`src/rtl/ram_responder.sv`:
```
`default_nettype none
// ============================================================================
//  Module   : ram_responder
//  Purpose  : Memory-side responder for a request/response RAM handshake.
//             Owns a DEPTH-word RAM, services one request at a time and
//             returns one in-order response per accepted request, with a
//             fixed read latency and full response backpressure.
//  Revision : 1.0  initial release
// ============================================================================
module ram_responder #(
  parameter int ADDR_WIDTH   = 4,
  parameter int DATA_WIDTH   = 32,
  parameter int READ_LATENCY = 2
) (
  input  logic                  clk,
  input  logic                  rst,
  input  logic                  req_valid,
  output logic                  req_ready,
  input  logic                  req_write,
  input  logic [ADDR_WIDTH-1:0] req_addr,
  input  logic [DATA_WIDTH-1:0] req_wdata,
  output logic                  resp_valid,
  input  logic                  resp_ready,
  output logic                  resp_write,
  output logic [DATA_WIDTH-1:0] resp_rdata,
  output logic                  busy
);

  localparam int DEPTH   = 2 ** ADDR_WIDTH;
  localparam int C_CNT_W = 4;
  localparam logic [C_CNT_W-1:0] C_LAT_M1 = C_CNT_W'(READ_LATENCY - 1);

  // Latency counter is sized for the largest legal latency (8 -> cnt 7).
  generate
    if (READ_LATENCY < 1 || READ_LATENCY > 8) begin : g_bad_latency
      $error("ram_responder: READ_LATENCY must be in 1..8");
    end
  endgenerate

  typedef enum logic [1:0] {
    S_IDLE = 2'd0,
    S_WAIT = 2'd1,
    S_RESP = 2'd2
  } state_t;

  state_t                r_state;
  logic [C_CNT_W-1:0]    r_cnt;
  logic                  r_req_ready;
  logic                  r_resp_valid;
  logic                  r_resp_write;
  logic [DATA_WIDTH-1:0] r_rdata;
  logic [DATA_WIDTH-1:0] r_mem [DEPTH];
  logic                  w_accept;

  assign w_accept   = req_valid && r_req_ready;
  assign req_ready  = r_req_ready;
  assign busy       = ~r_req_ready;
  assign resp_valid = r_resp_valid;
  assign resp_write = r_resp_write;
  assign resp_rdata = r_rdata;

  // RAM write port; contents are not reset, and reset blocks a same-edge accept.
  always_ff @(posedge clk) begin
    if (!rst && w_accept && req_write) begin
      r_mem[req_addr] <= req_wdata;
    end
  end

  // Request/response FSM with registered handshake outputs.
  always_ff @(posedge clk) begin
    if (rst) begin
      r_state      <= S_IDLE;
      r_cnt        <= '0;
      r_req_ready  <= 1'b1;
      r_resp_valid <= 1'b0;
      r_resp_write <= 1'b0;
      r_rdata      <= '0;
    end else begin
      case (r_state)
        S_IDLE: begin
          if (w_accept) begin
            r_req_ready <= 1'b0;
            if (req_write) begin
              r_resp_write <= 1'b1;
              r_rdata      <= '0;
              r_resp_valid <= 1'b1;
              r_state      <= S_RESP;
            end else begin
              r_resp_write <= 1'b0;
              r_rdata      <= r_mem[req_addr];
              if (READ_LATENCY == 1) begin
                r_resp_valid <= 1'b1;
                r_state      <= S_RESP;
              end else begin
                r_cnt   <= C_LAT_M1;
                r_state <= S_WAIT;
              end
            end
          end
        end
        S_WAIT: begin
          if (r_cnt == C_CNT_W'(1)) begin
            r_cnt        <= '0;
            r_resp_valid <= 1'b1;
            r_state      <= S_RESP;
          end else begin
            r_cnt <= r_cnt - C_CNT_W'(1);
          end
        end
        S_RESP: begin
          if (resp_ready) begin
            r_resp_valid <= 1'b0;
            r_req_ready  <= 1'b1;
            r_state      <= S_IDLE;
          end
        end
        default: begin
          r_state      <= S_IDLE;
          r_cnt        <= '0;
          r_req_ready  <= 1'b1;
          r_resp_valid <= 1'b0;
        end
      endcase
    end
  end

endmodule
`default_nettype wire

```
`config.mk`:
```
export PLATFORM = sky130hd
export DESIGN_NAME = ram_responder
export DESIGN_NICKNAME = d
export VERILOG_FILES = /design/src/rtl/ram_responder.sv
export SDC_FILE = /design/constraint.sdc
export NUM_CORES = 1
export LEC_CHECK = 0
export CAP_MARGIN = 20
export CORE_UTILIZATION = 45
export CTS_BUF_LIST = sky130_fd_sc_hd__clkbuf_2
export DETAILED_ROUTE_END_ITERATION = 16
export PLACE_DENSITY = 0.6
export SLEW_MARGIN = 20
export SYNTH_ARGS = -nofsm -noshare
export SYNTH_HDL_FRONTEND = slang
export SYNTH_SLANG_ARGS = --single-unit
```
`constraint.sdc`:
```
create_clock -name clk -period 8.4 [get_ports clk]
set_input_delay 1.26 -clock clk [delete_from_list [all_inputs] [get_ports clk]]
set_output_delay 1.26 -clock clk [all_outputs]
set_load 0.01 [all_outputs]
```
==> flow_metrics.tcl <==
set metrics [dict create \
    status "finished clean" \
    gr-total-overflow 0 \
    vias 10147 \
    ys_warn_count 0 \
    wl_um 45700 \
    syn_to_final_growth_pct 13.7 \
    root_buffer "clkbuf_2" \
    cts_tree "done" \
    placement.io_buffers 76 \
    clkLatencyLatePin_ps 1090 \
    synthesis.nets 977 \
    vdd_drop_max_mv 0.0926 \
    ant_nets 0 \
    avgViaCountPerCell 5.53 \
    synth_cell_types 35 \
    antenna_found_initial 3 \
    clock.fmax_mhz 290 \
    cts.clk_slew.worst_paths_ps 70 \
    drtPass1Iterations 4 \
    slew_violations 0 \
    sequentialPowerShare 0.600 \
    drv_cap 0 \
    worstSetupEndpointType "register" \
    synth.area.top_cells "edfxtp_1 74%, mux4_2 14%, dfxtp_1 3.9%" \
    fp.dieW_um 217 \
    num_rows 78 \
    synth_commonest_cells "512 x edfxtp_1, 128 x mux4_2, 57 x nor2_1" \
    drive_above_1_share 0.354 \
    use_met2 0.330 \
    wl_per_cell_um 24.9 \
    drc 0 \
    place_hpwl_um 22600 \
    dp_slack_ps 3890 \
    p_int_w 0.00388 \
    ys_seq_elements 553 \
    ys_seq_area_frac 0.777 \
    layout_setup_ws_ps 4960 \
    busiest_layer "met2" \
    avgSynthCellArea_sq_um 22.3 \
    synth_largest_area_cell "edfxtp_1" \
    ios 77 \
    relSlewSlack 0.254 \
    setup_viol 0 \
    numCtsBuffers 139 \
    grt_setup_unrepaired "no" \
    post_cts_buffers 0 \
    grt_start_max_net_pins 95 \
    netSwitchingPower_w 0.00119 \
    cts_hold_buffers 0 \
    syn_area_sq_um 20800 \
    synth-edff-count 512 \
    synth_top_area_frac 0.737 \
    fin_crit_sh 0.410 \
    core_sq_um 45600 \
    layout_min_cycle_time_ps 3440 \
    die-area_sq_um 47200 \
    start_kind "primary input" \
    leakagePower_nw 7.79 \
    met3_usage 0.0428 \
    dp.cells 1581 \
    grt_util_met1 0.268 \
    setup_tns_ps 0 \
    h-tree-depth 4 \
    arrival_ps 4120 \
    async_flop_share 0 \
    hold_violations 0 \
    clock-sinks 553 \
    yosysMostFrequentCell "edfxtp_1" \
    die_h_um 217 \
    p_sw_frac 0.235 \
    grt_pass1_vias 10802 \
    crit_type "in2reg" \
    start_util 0.457 \
    grt_use_total 0.202 \
    p_clk_frac 0.347 \
    grt_pass1_wl_um 68300 \
    finClkSkew_ps 70.4 \
    crit_fanout 24 \
    worst_pin_slew_ps 1120 \
    final_nets 1165 \
    drt-initial-drc-count 710 \
    synthFlopType "edfxtp_1" \
    worstPathRequired_ps 9080 \
    fin_cells 1836 \
    hp-class "reg2reg" \
    clock_tree.buffer_depth 3 \
    p_per_area_nw_per_um2 214 \
    synthCells 934 \
    combPwrFrac 0.054 \
    cts_resized 0 \
    routabilityCongestion 0.741 \
]
==> power by group through the flow <==
stage / clock network, W / logic (W) / registers [W]
floorplan: 0 / 0.000157 / 0.00310
global placement: 0 / 0.000275 / 0.00310
detailed placement: 0 / 0.000278 / 0.00310
CTS: 0.00182 / 0.000278 / 0.00304
global route: 0.00196 / 0.000296 / 0.00304
finish: 0.00176 / 0.000273 / 0.00304
==> critical path, cell delays in order <==
cell             delay [ps]
clkdlybuf4s50_1         660
nor2_1                  190
nand4_1                 400
nor3_2                  960
buf_4                   610
==> metal layers <==
metal / wire (um) / vias up
met3: 2250 / 67
li1: - / 4413
met1: 19700 / 5362
met2: 22900 / 303
met4: 725 / 2
met5: 11 / -
==> cell type report <==
cell class / instances / area (sq um)
tap: 600 / 751
timing repair buffer: 98 / 941
clock inverter: 29 / 136
fill: 3697 / 21900
clock buffer: 223 / 1120
antenna: 3 / 7.51
multi-input combinational: 327 / 4540
sequential: 553 / 16200
inverter: 3 / 11.3
==> flip-flops by register name (all words and copies together), names as in the netlist <==
| name | flops |
|---|---|
| resp_rdata | 32 |
| r_cnt | 4 |
| r_mem | 512 |
| r_state | 2 |
| resp_valid | 1 |
| resp_write | 1 |
| req_ready | 1 |
==> cell families (layout without fill, tap and decap cells) <==
logic type / count (synthesis) / after routing / share of synthesized area
flip-flops: 553 / 553 / 0.777
multiplexers: 193 / 193 / 0.171
AND/OR/NAND/NOR: 87 / 87 / 0.0188
buffers and inverters: 54 / 353 / 0.0118
AO/OA/AOI/OAI: 45 / 45 / 0.0201
adder cells (fa/ha/maj): 2 / 2 / 0.00120
other: 0 / 3 / 0
==> per-stage QoR <==
step	area [sq um]	power, W	hold WS [ps]	util
after floorplan	20900	0.00326	452	-
after global placement	22400	0.00338	462	0.492
after detailed placement	22400	0.00338	465	0.492
after CTS	23700	0.00513	483	0.520
after global routing	23700	0.00530	515	0.520
final	23700	0.00507	485	0.520
==> placed cells by master (no fill, tap or decap), types with 2 or more instances in the layout <==
| master | count |
|---|---|
| a211oi_1 | 2 |
| a21oi_1 | 3 |
| a221o_1 | 32 |
| buf_4 | 22 |
| clkbuf_2 | 223 |
| clkdlybuf4s50_1 | 73 |
| clkinv_1 | 21 |
| dfxtp_1 | 41 |
| diode_2 | 3 |
| edfxtp_1 | 512 |
| ha_1 | 2 |
| inv_1 | 3 |
| inv_2 | 6 |
| mux2_2 | 32 |
| mux2i_1 | 33 |
| mux4_2 | 128 |
| nand2_1 | 7 |
| nand2b_1 | 4 |
| nor2_1 | 43 |
| nor2_4 | 14 |
| nor3_1 | 4 |
| nor3_2 | 4 |
| nor3b_1 | 2 |
| o21a_1 | 2 |
==> worst paths after layout <==
path         cells after the start  slack [ps]            to  startpoint
max                              5        4960  r_mem[3][17]         rst
min                              1         480    resp_valid  resp_valid
max reg2reg                      5        5370  r_mem[3][17]   req_ready
min reg2reg                      1         480    resp_valid  resp_valid
No activity file was read; power rests on OpenSTA's default activity.
